$ cat src/rtl/word_byte_serializer.sv
// Serializes one 32-bit word (byte 0 = bits [0:7]) into a valid/ready byte stream,
// emitting bytes w_start .. w_start+n-1 where n = min(w_len, 4 - w_start).
//
//   state | meaning
//   IDLE  | no byte on offer, waiting for a word
//   SEND  | b_data/b_idx/b_last on offer with b_valid=1
module word_byte_serializer (
    input  logic        clk,
    input  logic        rst_n,
    input  logic        flush,
    input  logic        w_valid,
    output logic        w_ready,
    input  logic [0:31] w_data,
    input  logic [1:0]  w_start,
    input  logic [2:0]  w_len,
    output logic        b_valid,
    input  logic        b_ready,
    output logic [0:7]  b_data,
    output logic [1:0]  b_idx,
    output logic        b_last
);

    typedef enum logic {
        IDLE = 1'b0,
        SEND = 1'b1
    } state_t;

    state_t      state_q, state_d;
    logic [0:31] word_q, word_d;
    logic [0:7]  b_data_q, b_data_d;
    logic [1:0]  b_idx_q, b_idx_d;
    logic        b_last_q, b_last_d;
    logic        b_valid_q, b_valid_d;
    logic [2:0]  rem_q, rem_d;

    logic        byte_hs;
    logic        word_acc;
    logic [2:0]  avail;
    logic [2:0]  n_take;

    function automatic logic [0:7] pick_byte(input logic [0:31] word, input logic [1:0] idx);
        logic [0:7] sel;
        case (idx)
            2'd0:    sel = word[0:7];
            2'd1:    sel = word[8:15];
            2'd2:    sel = word[16:23];
            default: sel = word[24:31];
        endcase
        return sel;
    endfunction

    // w_len of 5..7 clips to the bytes actually left in the word
    assign avail    = 3'd4 - {1'b0, w_start};
    assign n_take   = (w_len < avail) ? w_len : avail;

    assign byte_hs  = b_valid_q & b_ready;
    assign w_ready  = !flush & ((state_q == IDLE) | (byte_hs & b_last_q));
    assign word_acc = w_valid & w_ready & rst_n;

    always_comb begin
        state_d   = state_q;
        word_d    = word_q;
        b_data_d  = b_data_q;
        b_idx_d   = b_idx_q;
        b_last_d  = b_last_q;
        b_valid_d = b_valid_q;
        rem_d     = rem_q;

        if (flush) begin
            state_d   = IDLE;
            b_valid_d = 1'b0;
        end else if (word_acc) begin
            word_d = w_data;
            if (n_take == 3'd0) begin
                state_d   = IDLE;
                b_valid_d = 1'b0;
            end else begin
                state_d   = SEND;
                b_valid_d = 1'b1;
                b_idx_d   = w_start;
                b_data_d  = pick_byte(w_data, w_start);
                b_last_d  = (n_take == 3'd1);
                rem_d     = n_take;
            end
        end else if ((state_q == SEND) && byte_hs) begin
            if (b_last_q) begin
                state_d   = IDLE;
                b_valid_d = 1'b0;
            end else begin
                b_idx_d  = b_idx_q + 2'd1;
                b_data_d = pick_byte(word_q, b_idx_q + 2'd1);
                rem_d    = rem_q - 3'd1;
                b_last_d = (rem_q == 3'd2);
            end
        end
    end

    always_ff @(posedge clk or negedge rst_n) begin
        if (!rst_n) begin
            state_q   <= IDLE;
            word_q    <= '0;
            b_data_q  <= '0;
            b_idx_q   <= '0;
            b_last_q  <= 1'b0;
            b_valid_q <= 1'b0;
            rem_q     <= '0;
        end else begin
            state_q   <= state_d;
            word_q    <= word_d;
            b_data_q  <= b_data_d;
            b_idx_q   <= b_idx_d;
            b_last_q  <= b_last_d;
            b_valid_q <= b_valid_d;
            rem_q     <= rem_d;
        end
    end

    assign b_valid = b_valid_q;
    assign b_data  = b_data_q;
    assign b_idx   = b_idx_q;
    assign b_last  = b_last_q;

endmodule

$ cat config.mk
export PLATFORM = sky130hd
export DESIGN_NAME = word_byte_serializer
export DESIGN_NICKNAME = d
export VERILOG_FILES = /design/src/rtl/word_byte_serializer.sv
export SDC_FILE = /design/constraint.sdc
export NUM_CORES = 1
export LEC_CHECK = 0
export BUFFER_PORTS_ARGS = -buffer_cell sky130_fd_sc_hd__buf_2
export CAP_MARGIN = 20
export CORE_MARGIN = 1.5
export CORE_UTILIZATION = 30
export CTS_BUF_LIST = sky130_fd_sc_hd__clkbuf_4 sky130_fd_sc_hd__clkbuf_8 sky130_fd_sc_hd__clkbuf_16
export DETAILED_ROUTE_END_ITERATION = 7
export GPL_ROUTABILITY_DRIVEN = 0
export HOLD_SLACK_MARGIN = 0.05
export SYNTH_ARGS = -nofsm -noshare
export SYNTH_HDL_FRONTEND = slang
export SYNTH_SLANG_ARGS = --single-unit
export TNS_END_PERCENT = 30
$ cat constraint.sdc
create_clock -name clk -period 2 [get_ports clk]
set_input_delay 0.2 -clock clk [delete_from_list [all_inputs] [get_ports clk]]
set_output_delay 0.2 -clock clk [all_outputs]
set_load 0.01 [all_outputs]
* Word-level counts from Yosys, hierarchy flattened
Cells that the tools add are included.
Operators by class: $add $sub $neg 3, equal/unequal tests 8, bitwise gates (word level) 8, mux-type cells 24, reduce and logical (&&, ||, !) cells 12, magnitude comparators 1
Operators by type and width (count):
- $pmux 8 s3 | 2
- $mux 8 | 4
- $mux 3 | 5
- $mux 1 | 9
- $mux 2 | 4
- $reduce_bool 3->1 | 2
- $and 1x1->1 | 5
- $eq 2x1->1 const B | 2
- $eq 2x2->1 const B | 2
- $logic_not 2->1 | 2
- $reduce_and 2->1 | 2
- $reduce_and 4->1 | 1
- $eq 3x1->1 const B | 1
- $eq 3x2->1 const B | 1
- $logic_not 3->1 | 1
- $lt 3x3->1 | 1
- $reduce_and 3->1 | 1
- $sub 3x1->3 const B | 1
- $sub 3x2->3 const A | 1
- $add 2x1->2 const B | 1
- $ne 2x1->1 const B | 1
- $ne 2x2->1 const B | 1
- $not 1->1 | 2
- $reduce_bool 2->1 | 1
- other kinds (3) | 3
Storage, ports and cells: logic and storage cells 62, input bits 42, output and inout port bits 13, flip-flop bits (word level) 47

* Depth between registers and ports, before layout
Gate-level depths: netlist of run 1.
word-level depth 8, depth in mapped cells 11, depth with buffers taken out 9

* Least setup slack after synthesis of run 1
No wires, ideal clock.
path kind input -> register, from in w_start[0], to reg b_data_q, in the netlist b_data[0], library setup time 0.125 ns, path slack -0.245 ns, path buffers 2, cell stages on the path 11, data arrival time 2.119 ns, required time 1.875 ns, path through inv_1 ha_1 clkbuf_1 inv_1 ha_1 nand2_1 o21ai_4 mux2i_1 o22ai_2 buf_6 mux2_4
Between the ends: longest elaborated chain between the ends 6, elaborated cells between the ends (all ways) 12, those cells by class add/sub: 1; order compare: 1; eq/ne: 3; mux: 4; reduce/logical: 3
RTL lines:
- start: declaration | RTL line 14 | input logic [1:0] w_start,
- $sub 3x2->3 | RTL line 53 | assign avail = 3'd4 - {1'b0, w_start};
- $lt 3x3->1 | RTL line 54 | assign n_take = (w_len < avail) ? w_len : avail;
- $mux 3 | RTL line 54
- $logic_not 3->1 | RTL line 74 | if (n_take == 3'd0) begin
- $ne 2x2->1 (no line)
- $reduce_and 4->1 (no line)
- end signal: assignment | RTL line 110 | b_data_q <= b_data_d;
- end: declaration | RTL line 30 | logic [0:7] b_data_q, b_data_d;
Several ways; a longest one is shown, not always the timed one. The select of a mux whose other input is x is not followed. A chain may end at the register's enable or synchronous reset.

* Worst setup path in the final report of run 1
from reg b_valid_q, in the netlist b_valid, to reg rem_q[1]
Between the ends: longest elaborated chain between the ends 8, elaborated cells between the ends (all ways) 13, those cells by class eq/ne: 2; mux: 1; bitwise: 7; reduce/logical: 3
RTL lines:
- start: declaration | RTL line 33 | logic b_valid_q, b_valid_d;
- start signal: assignment | RTL line 113 | b_valid_q <= b_valid_d;
- $and 1x1->1 | RTL line 56 | assign byte_hs = b_valid_q & b_ready;
- $and 1x1->1 | RTL line 57 | assign w_ready = !flush & ((state_q == IDLE) | (byte_hs & b_last_q));
- $or 1x1->1 | RTL line 57
- $and 1x1->1 | RTL line 57
- $and 1x1->1 (2 in series) | RTL line 58 | assign word_acc = w_valid & w_ready & rst_n;
- $ne 2x2->1 (no line) (tied with other cells)
- $reduce_and 4->1 (no line)
- end signal: assignment | RTL line 114 | rem_q <= rem_d;
- end: declaration | RTL line 34 | logic [2:0] rem_q, rem_d;
Several ways; a longest one is shown, not always the timed one.

==> results of run 1 <==
-- critical path, cell delays in order, from the launching register on --
cell and delay (ns):
dfrtp_1 0.39, a21boi_1 0.18, nor3_4 0.35, buf_6 0.38, mux2_2 0.39, mux2i_1 0.13
-- registers in the layout, indices dropped and copies added, names as in the netlist --
register and count:
b_idx 2, b_valid 1, rem_q 3, b_last 1, b_data 8, word_q 32
-- cell families (layout without fill, tap and decap cells) --
kind of cell | Yosys count | after routing | share of synthesized area
buffers and inverters | 28 | 89 | 0.0451
adders and majority gates | 13 | 13 | 0.0617
DFF | 47 | 47 | 0.446
AOI/OAI and AO/OA | 56 | 57 | 0.158
and+or+nand+nor | 139 | 139 | 0.214
muxes | 16 | 16 | 0.0755
-- path summary, 6_finish.rpt --
path,startpoint,to,cells past startpoint
worst max-delay path,b_valid,rem_q[1],5
worst min-delay path,rst_n,rem_q[2],2
worst max register to register,b_valid,rem_q[1],5
worst min register to register,word_q[24],word_q[24],2
max in group asynchronous,rst_n,b_idx[0],2
min in group clk,w_data[26],word_q[26],3
-- where the power goes --
part | internal [mW] | switching (mW) | total, mW
registers | 1.19 | 0.142 | 1.33
clock network | 0.283 | 0.342 | 0.625
logic | 0.581 | 0.657 | 1.24
total | 2.05 | 1.14 | 3.19
-- final cells by class --
class | instances | area [µm²] | share of cell area
multi-input cells | 225 | 1440 | 0.435
flip-flops and latches | 47 | 1180 | 0.357
repair buffers | 70 | 407 | 0.123
well taps | 108 | 135 | 0.0410
clock buffers | 6 | 82.6 | 0.0250
inverters | 11 | 45.0 | 0.0137
clock inverters | 2 | 16.3 | 0.00493
-- synth_stat cells, drive strengths merged, types with 3 or more instances --
cell type / count
mux2: 10
inv: 11
nor2: 5
dfrtp: 47
a211oi: 3
mux2i: 6
buf: 7
o21ai: 27
clkbuf: 10
nand2: 125
a21oi: 3
ha: 13
a222oi: 16
-- per-layer routing --
metal | vias to the layer above | routed length [µm] | GRT usage
li1 | 1145 | - | -
met4 | 0 | 69 | 0.0401
met1 | 1134 | 3180 | 0.205
met5 | - | 0 | 0
met2 | 80 | 3540 | 0.260
met3 | 7 | 410 | 0.0282
-- timing repair --
action | CTS | global route
gates cloned | 0 | 1
gates resized for setup | 1 | 10
setup endpoints to repair | 10 | 10
pin swaps | 0 | 2
buffers inserted | 0 | 1
==> results.md, run 1 <==
* Status: complete, no violations
* Setup violators final at 0
* Arrival @ worst endpoint at 2.13 ns
* First-pass iteration count of the detailed router at 5
* Power per cell area at 968 mW/mm²
* Drt via density at 5.04
* Yosys top cell area share at 0.446
* Worst VDD drop at 315 µV
* Final ANT Viol Nets at 0
* CP Launch Type: flop
* Total track usage at 0.155
* Fillers at 892
* Main synth FF type: dfrtp_1
* Wire length of the first global-routing pass at 11600 µm
* Final Cycle Share at 0.950
* Hold Fails Final Rpt at 0
* Seq/Total Area, Yosys at 0.446
* Remaining DRCs at 0
* Row count at 34
* WL final at 7200 µm
* Final instance area at 0.00330 mm²
* # clock sinks at 47
* Cell taking the most area after synthesis: dfrtp_1
* Clk Latency, worst-skew pair at 0.30 ns
* Placed Cells incl. Taps at 459
* TritonCTS clock tree: done
* Post-synthesis cell area at 0.00264 mm²
* Fmax at 0.526 GHz
* Reg clk slew, reported paths at 0.09 ns
* Non-filler cells, final at 469
* LEAKAGE at 1.68 nW
* Commonest non-fill, non-tap cell in the layout: nand2_1
* Final Critical Period at 1.90 ns
* N_diodes at 0
* CTS Buf Count at 5
* Area growth, synth to finish at 25.1%
* Final WS setup at 0.0997 ns
* DIE AREA at 0.00936 mm²
* Avg WL per Cell at 15.3 µm
* Starting DRT DRC Count at 169
* Port Buf Inserts at 54
* Mean post-synth cell area at 8.82 µm²
* Pre-CTS setup slack at -0.412 ns
* IO Pins at 55
* Total Nets Final at 415
* Ranking of synthesized cells by area: dfrtp_1, nand2_1, ha_1
* Area of the core at 0.00864 mm²
* Vias in the first global route at 2357
* Fin Hold WS at 0.0716 ns
* Max_slew headroom at 0.581
* Post-place instance area at 0.00313 mm²
* Actual slew at the worst max-slew pin at 0.628 ns
* Flops & latches, synth at 47
* Net Count, Synth at 354
* Die width at 96.7 µm
* Antenna violations before repair at 0
* Synth Warn # at 0
* R2r setup slk at 0.1 ns
* Skew final at 0.00679 ns
* Layout cell share with drive strength beyond 1 at 0.307
* Setup TNS at 0 ns
* Via count at 2366
* Critical path class: reg -> reg
* Max Cap Viol at 0
* CTS Root Cell: clkbuf_8
* Worst Hold Class: in -> async
* Post-synth EDFFs at 0
* H-tree depth at 2
* CTS Hold Bufs at 0
* Critical path fanouts, max at 52
* Max-slew violation count at 0
* Most frequent cells in the layout: nand2_1, buf_2, dfrtp_1, o21ai_0, a222oi_1
* Syn Inst Count at 299
* Clk buf depth at 2
* Initial Util at 0.305
* Chip height at 96.7 µm
* GRT Residual Overflow at 0
* Power, Total at 3.19 mW
* DP HPWL at 5080 µm
* Worst Setup End Kind: flop
* Critical Path RT at 2.23 ns
* Asr flop ratio synth at 1.00
* Core Util, Final at 0.382
* Yosys cell types at 35
* RSZ-0062 raised after global routing: true
* Largest net degree at the start of global routing at 53
Note: power is estimated with default switching activity, not from simulation.
==> inputs of run 2 (changes only) <==
--- a/config.mk
+++ b/config.mk
@@ -13,6 +13,7 @@
 export DETAILED_ROUTE_END_ITERATION = 7
 export GPL_ROUTABILITY_DRIVEN = 0
 export HOLD_SLACK_MARGIN = 0.05
+export REMOVE_ABC_BUFFERS = 1
 export SYNTH_ARGS = -nofsm -noshare
 export SYNTH_HDL_FRONTEND = slang
 export SYNTH_SLANG_ARGS = --single-unit
==> run 2 against run 1 <==
Net effect: fmax rose by 1.5%; critical path type is now in -> reg; largest cell class unchanged; via count fell by 2.0%; wire length fell by 3.6%; worst hold slack got worse by 0.033 ns; setup slack improved by 0.029 ns; non-clock buffer count rose by 7; power rose by 1.4%; clock-buffer cell count fell by 1; sequential share of layout area rose by 0.15 points.
==> results.md, run 2 (same netlist as run 1, synthesis figures left out) <==
* GRT Residual Overflow at 0
* Hold Fails Final Rpt at 0
* FF-to-FF path depth at 8
* Area growth, synth to finish at 24.4%
* CTS Buf Count at 5
* Wire length of the first global-routing pass at 11400 µm
* Flip-flop count of the largest register after layout at 32
* Power per cell area at 986 mW/mm²
* Total Nets Final at 421
* Starting DRT DRC Count at 168
* H-tree depth at 2
* Drt via density at 4.89
* CP max stage delay at 0.30 ns
* Actual slew at the worst max-slew pin at 0.612 ns
* Layout cell share with drive strength beyond 1 at 0.292
* DIE AREA at 0.00936 mm²
* Post-place instance area at 0.00313 mm²
* Vias in the first global route at 2231
* Final WS setup at 0.129 ns
* Fillers at 892
* Worst Setup End Kind: flop
* Row count at 34
* Largest net degree at the start of global routing at 48
* Avg WL per Cell at 14.6 µm
* Worst reg2reg path endpoint: b_data[7]
* R2r setup slk at 0.16 ns
* CP Launch Type: input pin
* Area used by multi-input combinational logic at 0.00135 mm²
* WL final at 6930 µm
* Antenna violations before repair at 0
* IO Pins at 55
* Setup violators final at 0
* Final Cycle Share at 0.936
* # clock sinks at 47
* Core Util, Final at 0.380
* Fmax at 0.534 GHz
* Max-slew violation count at 0
* Clk buf depth at 2
* RSZ-0062 raised after global routing: false
* RR Startpoint: b_idx[0]
* Arrival @ worst endpoint at 2.06 ns
* Worst VDD drop at 336 µV
* Worst Hold Class: in -> async
* Chip height at 96.7 µm
* N_diodes at 0
* Status: complete, no violations
* Skew final at 0.00809 ns
* Clk Latency, worst-skew pair at 0.31 ns
* Critical path fanouts, max at 11
* LEAKAGE at 1.71 nW
* Area of the core at 0.00864 mm²
* Commonest non-fill, non-tap cell in the layout: nand2_1
* Most frequent cells in the layout: nand2_1, buf_2, dfrtp_1, buf_4, o21ai_0
* First-pass iteration count of the detailed router at 7
* Die width at 96.7 µm
* TritonCTS clock tree: done
* Final instance area at 0.00328 mm²
* Critical Path RT at 2.19 ns
* Reg clk slew, reported paths at 0.08 ns
* Critical path class: in -> reg
* CP cell instances: buf_2 -> inv_1 -> ha_1 -> inv_1 -> ha_1 -> nand2_1 -> o21ai_4 -> mux2i_2 -> o22ai_2 -> buf_12 -> mux2_4
* CP endpoint: b_data[1]
* Via count at 2318
* Most flops, register: word_q
* Max_slew headroom at 0.592
* Initial Util at 0.305
* Max Cap Viol at 0
* CTS Root Cell: clkbuf_8
* Pre-CTS setup slack at -0.217 ns
* Storage element area at 0.00118 mm²
* Final Critical Period at 1.87 ns
* Total track usage at 0.154
* Remaining DRCs at 0
* Final ANT Viol Nets at 0
* Critical-path top delay cell: ha_1
* CP startpoint: w_start[0]
* Port Buf Inserts at 54
* DP HPWL at 4900 µm
run 2: metal layers:
metal | global-route usage | routed length [µm] | share of wire | vias to the layer above
met1 | 0.215 | 3120 | 0.45 | 1088
li1 | - | - | - | 1151
met2 | 0.232 | 3210 | 0.46 | 71
met4 | 0.0491 | 99 | 0.014 | 0
met5 | 0 | 0 | 0 | -
met3 | 0.0412 | 510 | 0.074 | 8
run 2: report_power, final:
part           internal [mW]  total [mW]  switching, mW
sequential              1.19        1.34          0.159
clock                  0.366       0.702          0.336
combinational          0.582        1.19          0.606
total                   2.13        3.24           1.10
run 2: how the worst min path moves through the flow:
stage / slack, ns / end
final: 0.04 / word_q[8]
after global routing: 0.08 / word_q[0]
after CTS: 0.07 / word_q[4]
after detailed placement: 0.41 / word_q[8]
after global placement: 0.41 / word_q[11]
after floorplan: -0.1 / b_data[0]
run 2: what timing repair did:
| action | 4_1_cts | 5_1_grt |
|---|---|---|
| buffers inserted | 0 | 4 |
| endpoints found under the setup margin | 0 | 7 |
| hold buffers | 0 | 0 |
| resized for setup | 0 | 4 |
run 2: layout make-up:
class	count	area share
Clock buffer	5	0.0210
Timing Repair Buffer	77	0.143
Sequential cell	47	0.359
Multi-Input combinational cell	224	0.412
Clock inverter	2	0.0114
Inverter	11	0.0137
Tap cell	108	0.0412
run 2: critical path, delay by kind of cell:
family | cells | cell delay (ns)
buf+inv | 4 | 0.34
simple gates | 1 | 0.08
mux | 2 | 0.55
fa+ha+maj | 2 | 0.57
compound gates | 2 | 0.31
run 2: per-stage QoR:
step | std cells | setup TNS, ns | hold slack (ns) | total power, mW
finish | 474 | 0 | 0.0388 | 3.24
global route | 474 | 0 | 0.0849 | 3.47
CTS | 470 | 0 | 0.0705 | 3.22
detailed placement | 463 | -2.01 | 0.406 | 2.51
global placement | 463 | -1.24 | 0.407 | 2.50
floorplan | 282 | -5.96 | -0.0956 | 2.05
